**src/rtl/ofdm_tx_pkg.sv**
```systemverilog
// ofdm_tx_pkg
// Shared definitions for the transmit-side OFDM blocks.
//   DEF_D / DEF_N / DEF_CP : default sample width, symbol length, prefix length
//   PTR_W                  : sample-pointer width for the default symbol length
//   CP_START               : first prefix index for the default configuration
//   rd_state_t             : read-side state of the cyclic-prefix inserter
package ofdm_tx_pkg;

   localparam int DEF_D    = 16;
   localparam int DEF_N    = 64;
   localparam int DEF_CP   = 16;

   localparam int PTR_W    = $clog2(DEF_N);
   localparam int CP_START = DEF_N - DEF_CP;

   typedef enum logic [1:0] {
      IDLE   = 2'd0,
      PREFIX = 2'd1,
      BODY   = 2'd2
   } rd_state_t;

endpackage

```
**src/rtl/cpi_symbol_buf.sv**
```systemverilog
// cpi_symbol_buf
// Two-bank symbol store for the cyclic-prefix inserter: 2 x N words of D bits.
//   clk      : write clock
//   we       : write enable
//   wr_bank  : bank written when we is high
//   wr_addr  : sample index written
//   wr_data  : sample written
//   rd_bank  : bank read (asynchronous)
//   rd_addr  : sample index read (asynchronous)
//   rd_data  : word at [rd_bank][rd_addr]
module cpi_symbol_buf
   import ofdm_tx_pkg::*;
#(
   parameter int D  = DEF_D,
   parameter int N  = DEF_N,
   parameter int AW = $clog2(N)
) (
   input  logic          clk,
   input  logic          we,
   input  logic          wr_bank,
   input  logic [AW-1:0] wr_addr,
   input  logic [D-1:0]  wr_data,
   input  logic          rd_bank,
   input  logic [AW-1:0] rd_addr,
   output logic [D-1:0]  rd_data
);

   logic [D-1:0] mem [2][N];

   // Storage carries no reset: a bank is only read after its full flag is set,
   // which means every word in it has been written.
   always_ff @(posedge clk) begin
      if (we) begin
         mem[wr_bank][wr_addr] <= wr_data;
      end
   end

   assign rd_data = mem[rd_bank][rd_addr];

endmodule

```
**src/rtl/cp_inserter.sv**
```systemverilog
// cp_inserter
// Transmit cyclic-prefix inserter. Buffers N-sample symbols in a ping-pong
// store and emits, per symbol, the last CP samples followed by all N samples.
//   clk, rst              : clock, synchronous active-high reset
//   in_data/valid/ready   : IFFT sample stream in
//   out_data/valid/ready  : prefixed sample stream out
// Optional macro CPI_FLAGS_EN adds out_sos (first prefix beat), out_eos
// (last body beat) and out_in_cp (any prefix beat), aligned with out_data.
module cp_inserter
   import ofdm_tx_pkg::*;
#(
   parameter int D  = DEF_D,
   parameter int N  = DEF_N,
   parameter int CP = DEF_CP
) (
   input  logic         clk,
   input  logic         rst,
   input  logic [D-1:0] in_data,
   input  logic         in_valid,
   output logic         in_ready,
   output logic [D-1:0] out_data,
   output logic         out_valid,
   input  logic         out_ready
`ifdef CPI_FLAGS_EN
   ,
   output logic         out_sos,
   output logic         out_eos,
   output logic         out_in_cp
`endif
);

   localparam int            AW        = $clog2(N);
   localparam logic [AW-1:0] PRE_START = AW'(N - CP);
   localparam logic [AW-1:0] PRE_NEXT  = AW'(N - CP + 1);
   localparam logic [AW-1:0] LAST_IDX  = AW'(N - 1);

   rd_state_t     state, next_state;
   logic [1:0]    full, full_next;
   logic          wbank, rbank;
   logic [AW-1:0] wptr, rptr, nxt_rptr;
   logic          wr_fire, set_full, out_fire;
   logic          ld, ld_bank, nxt_valid, clr_full;
   logic [AW-1:0] ld_addr;
   logic [D-1:0]  rd_data;

   cpi_symbol_buf #(.D(D), .N(N), .AW(AW)) u_buf (
      .clk     (clk),
      .we      (wr_fire),
      .wr_bank (wbank),
      .wr_addr (wptr),
      .wr_data (in_data),
      .rd_bank (ld_bank),
      .rd_addr (ld_addr),
      .rd_data (rd_data)
   );

   assign wr_fire  = in_valid && in_ready;
   assign set_full = wr_fire && (wptr == LAST_IDX);
   assign out_fire = out_valid && out_ready;

   // Read FSM state register.
   always_ff @(posedge clk) begin
      if (rst) begin
         state <= IDLE;
      end else begin
         state <= next_state;
      end
   end

   // Next-state logic. The pointer runs one ahead of the sample held in
   // out_data, so a pointer of 0 (wrapped) means index N-1 is being sent.
   always_comb begin
      next_state = state;
      nxt_rptr   = rptr;
      nxt_valid  = out_valid;
      ld         = 1'b0;
      ld_bank    = rbank;
      ld_addr    = rptr;
      clr_full   = 1'b0;
      case (state)
         IDLE: begin
            if (full[rbank]) begin
               ld         = 1'b1;
               ld_addr    = PRE_START;
               nxt_rptr   = PRE_NEXT;
               nxt_valid  = 1'b1;
               next_state = PREFIX;
            end else begin
               nxt_valid  = 1'b0;
            end
         end
         PREFIX: begin
            if (out_fire) begin
               ld = 1'b1;
               if (rptr == '0) begin
                  ld_addr    = '0;
                  nxt_rptr   = AW'(1);
                  next_state = BODY;
               end else begin
                  nxt_rptr   = rptr + 1'b1;
               end
            end
         end
         BODY: begin
            if (out_fire) begin
               if (rptr == '0) begin
                  clr_full = 1'b1;
                  // The other bank already holds a complete symbol: start its
                  // prefix on the very next beat so the stream has no gap.
                  if (full[~rbank]) begin
                     ld         = 1'b1;
                     ld_bank    = ~rbank;
                     ld_addr    = PRE_START;
                     nxt_rptr   = PRE_NEXT;
                     next_state = PREFIX;
                  end else begin
                     nxt_valid  = 1'b0;
                     next_state = IDLE;
                  end
               end else begin
                  ld       = 1'b1;
                  nxt_rptr = rptr + 1'b1;
               end
            end
         end
         default: begin
            nxt_valid  = 1'b0;
            next_state = IDLE;
         end
      endcase
   end

   // Output logic: the writer may fill its bank only while that bank is free.
   always_comb begin
      in_ready = !full[wbank];
   end

   // Bank flags; a clear is applied after a set so it wins on a collision.
   always_comb begin
      full_next = full;
      if (set_full) begin
         full_next[wbank] = 1'b1;
      end
      if (clr_full) begin
         full_next[rbank] = 1'b0;
      end
   end

   // Write side, read pointer and output register.
   always_ff @(posedge clk) begin
      if (rst) begin
         full      <= '0;
         wbank     <= 1'b0;
         rbank     <= 1'b0;
         wptr      <= '0;
         rptr      <= '0;
         out_valid <= 1'b0;
         out_data  <= '0;
      end else begin
         full      <= full_next;
         rptr      <= nxt_rptr;
         out_valid <= nxt_valid;
         if (ld) begin
            out_data <= rd_data;
         end
         if (wr_fire) begin
            wptr <= wptr + 1'b1;
            if (set_full) begin
               wbank <= ~wbank;
            end
         end
         if (clr_full) begin
            rbank <= ~rbank;
         end
      end
   end

   // Writer and reader touching the same flag in one cycle means the bank
   // bookkeeping has been corrupted.
   always_ff @(posedge clk) begin
      if (!rst) begin
         a_flag_collision: assert (!(set_full && clr_full && (wbank == rbank)));
      end
   end

`ifdef CPI_FLAGS_EN
   // Markers travel with the sample they describe and hold with it.
   always_ff @(posedge clk) begin
      if (rst) begin
         out_sos   <= 1'b0;
         out_eos   <= 1'b0;
         out_in_cp <= 1'b0;
      end else if (ld) begin
         out_sos   <= (next_state == PREFIX) && (ld_addr == PRE_START);
         out_eos   <= (next_state == BODY) && (ld_addr == LAST_IDX);
         out_in_cp <= (next_state == PREFIX);
      end else if (!nxt_valid) begin
         out_sos   <= 1'b0;
         out_eos   <= 1'b0;
         out_in_cp <= 1'b0;
      end
   end
`endif

endmodule

```
**config.mk**
```make
export PLATFORM = sky130hd
export DESIGN_NAME = cp_inserter
export DESIGN_NICKNAME = d
export VERILOG_FILES = /design/src/rtl/ofdm_tx_pkg.sv /design/src/rtl/cpi_symbol_buf.sv /design/src/rtl/cp_inserter.sv
export SDC_FILE = /design/constraint.sdc
export NUM_CORES = 2
export LEC_CHECK = 0
export CORE_MARGIN = 4
export CORE_UTILIZATION = 60
export CTS_BUF_LIST = sky130_fd_sc_hd__clkbuf_8
export CTS_CLUSTER_DIAMETER = 40
export CTS_CLUSTER_SIZE = 10
export DETAILED_ROUTE_END_ITERATION = 6
export PLACE_DENSITY = 0.76
export SETUP_SLACK_MARGIN = 0.4
export SYNTH_ARGS = -nofsm -noshare
export SYNTH_HDL_FRONTEND = slang
export SYNTH_SLANG_ARGS = --single-unit
```
**constraint.sdc**
```tcl
create_clock -name clk -period 3.75 [get_ports clk]
set_input_delay 0.75 -clock clk [delete_from_list [all_inputs] [get_ports clk]]
set_output_delay 0.75 -clock clk [all_outputs]
set_load 0.02 [all_outputs]
```
==> impl_results.md <==
* Post-place setup slack at -1050 ps
* Total grt overflow at 0
* Final Wtd Congestion at 0.930
* Worst hold path class: in2reg
* Failing checks: design-rule violations, negative setup slack
* Final Power at 42000 uW
* Worst setup EP type: register
* Post-route minimum period at approximately 4000 ps
* Crit path max fanout at 6
* Final setup fails at 16
* Cell variety after synth at 60
* Static leakage at 0.0335 uW
* Clock root buffer: clkbuf_8
* First-pass GRT wire length at 333000 microns
* Peak VDD IR at 0.000256 V
* Area of the die at 142000 sq um
* Unrepaired setup endpoints after global routing: yes
* Largest net degree at the start of global routing at 72
* Post-CTS Hold Buffers at 0
* Initial Util at 0.604
* Hold Vio Cnt, Final at 0
* TritonCTS buffer count at 279
* Vias at between 50000 and 60000
* Tcrit/Tclk final at 1.07
* Yosys Warn Count at 0
* Slew at the pin closest to its max-slew limit at 1140 ps
* Slew headroom at 0.239
* CP max stage delay at 450 ps
* DIE WIDTH at around 380 microns
* Port Buffers at 37
* DP HPWL at 139000 microns
* Maxcap violations at 0
* EDFF count, synth at approximately 2000
* Cell row count at approximately 140
* Initial antenna violation count at 3
* Number of filler cells placed in the layout at 7863
* Asr flop ratio synth at 0
* Syn Area/Cell at approximately 15 sq um
* Vias in the first global route at roughly 52000
* Post-route DRC violation count at 3
* Worst setup margin at -276 ps
* Yosys reg bits at roughly 2100
* Slowest CP cell: or4b_4
* Total wire length at 235000 microns
* Final core occ at 0.720
* Crit-path cells: inv_2, ha_4, or4b_4, buf_6, o41a_1, buf_6, o31ai_4, buf_12, buf_12, buf_4, buf_4, nand2_1, a22oi_1, buf_4, o22ai_4, nor4_4, a31oi_1, buf_4, a2111oi_4
* Max Fclk at 248 MHz
* I/O Pins at 38
* Via density at 6.72
* Antenna Nets Post-Route at 0
* Sequential fraction of the synthesis area at 0.761
* Clock Sinks at roughly 2100
* Number of DRC markers in iteration 0 at 9068
* Layout Nets at 6267
* Worst setup SP type: register
* Main flop type after synthesis: edfxtp_1
* Most used cell, CP: buf_4
* Die H at approximately 380 microns
* Core footprint at around 140000 sq um
* Worst Clk Skew at 71.3 ps
* Later-pin clock latency in the skew report at 1020 ps
* Critical Path RT at 4680 ps
* Outcome: finished with violations
* CP arrival at 4960 ps
* Area growth from synthesis to layout at 19.3%
* Power density over the cells at 430 nW/um^2
* Slew Limit Fails at 0
* Clock transition at the registers of the reported paths at ~70 ps
* CTS tree: yes
* Total track usage at 0.317
* Crit path kind: reg2reg
* Layout cells sized above 1 at 0.231
* Mapped cell area at 81800 sq um
* Syn nets at 5547
* Average wire per standard cell at 28.9 microns
* Clock H-tree levels at 5
* Gate Count Post-Synth at 5520
* First-pass iteration count of the detailed router at 7
* CTS max path bufs at 4
-- final timing paths --
path,endpoint,from,slack (ps),cells after the start
worst max-delay path,out_data[8],rptr[1],-280,19
worst min-delay path,u_buf.mem[0][735],in_data[15],180,1
worst max register to register,out_data[8],rptr[1],-280,19
worst min register to register,state[0],state[0],500,2
-- flip-flops by register name, summed over array words and instances (netlist names) --
register / cells
rbank: 1
full: 2
wptr: 6
out_data: 16
state: 2
out_valid: 1
u_buf.mem: 2048
rptr: 6
wbank: 1
-- Yosys cell counts, types with 35 or more instances --
master    instances  area [sq um]
edfxtp_1       2048         61500
nand2_1         989          3710
a21oi_1         447          2240
clkbuf_1        253           950
nor2_1          226           848
mux2i_1         199          1990
a211oi_1        196          1470
a31oi_1         131           820
and3_1          129           807
o22ai_1         113           707
a22oi_1          98           736
a32oi_1          96           841
nand3_1          88           440
buf_2            63           315
mux4_2           48          1080
buf_1            46           173
o21ai_0          43           215
dfxtp_1          35           701
-- power by group --
| group | internal [uW] | switching (uW) | leakage (uW) |
|---|---|---|---|
| logic | 136 | 610 | 0.0122 |
| clock network | 7590 | 8080 | 0.00255 |
| registers | 25600 | 12.9 | 0.0187 |
-- per-layer routing --
metal  GRT usage  share of wire  wire length [microns]
met1       0.451           0.36                  84000
met2       0.474           0.46                 108000
met3      0.0843           0.14                  33200
met4       0.128          0.044                  10300
met5           0        0.00043                    102
-- through the flow --
step / instance area [sq um] / hold WS (ps) / cells / TNS (ps)
2_1_floorplan: 81900 / 466 / 5520 / 0
4_1_cts: 95800 / 119 / 8085 / -2750
3_5_place_dp: 89500 / 489 / 7654 / -12230
5_1_grt: 97600 / 137 / 8135 / -4470
3_3_place_gp: 89500 / 484 / 7654 / -11690
6_report: 97600 / 184 / 8138 / -3160
-- worst max-delay path: cells and delay by family, from the launching register on --
kind                     cells  cell delay [ps]
buffers and inverters        9             1280
AO/OA/AOI/OAI                6             1260
AND/OR/NAND/NOR              3              930
flip-flops                   1              330
adder cells (fa/ha/maj)      1              130
-- area by class of cell --
class                           count  area, sq um  area share
Timing Repair Buffer              821         8420      0.0863
Inverter                           29          109     0.00112
Sequential cell                  2083        62200       0.637
Antenna cell                        4         10.0    0.000103
Multi-Input combinational cell   3026        20000       0.204
Tap cell                         1781         2230      0.0228
Clock inverter                    105          683     0.00700
Clock buffer                      289         3980      0.0408
-- cells in the final DEF, fill, tap and decap left out, types with 35 or more instances in the layout --
cell type     n
a211oi_1    166
a21oi_1     427
a22oi_1      49
a22oi_2      49
a31oi_1     111
a32oi_1      89
and3_1      129
buf_12      122
buf_4       606
buf_6        43
clkbuf_8    289
edfxtp_1   2048
inv_1        71
mux2i_1     199
mux4_2       48
nand2_1     971
nand3_1      80
nor2_1      217
o22ai_1      73
o22ai_2      35
-- cells by family after synthesis --
group	after synthesis	synth area share
flops	2083	0.761
compound gates	1270	0.103
simple gates	1496	0.0762
buf+inv	411	0.0209
xor+xnor	6	0.000643
mux	247	0.0376
fa+ha+maj	7	0.00107
-- what timing repair did --
item | 4_1_cts | 5_1_grt
setup buffers | 28 | 36
setup endpoints to repair | 17 | 16
resized for setup | 234 | 193
pin swaps | 33 | 56
hold endpoints to repair | 0 | 0
cloned | 9 | 13
Note: power is estimated with default switching activity, not from simulation.
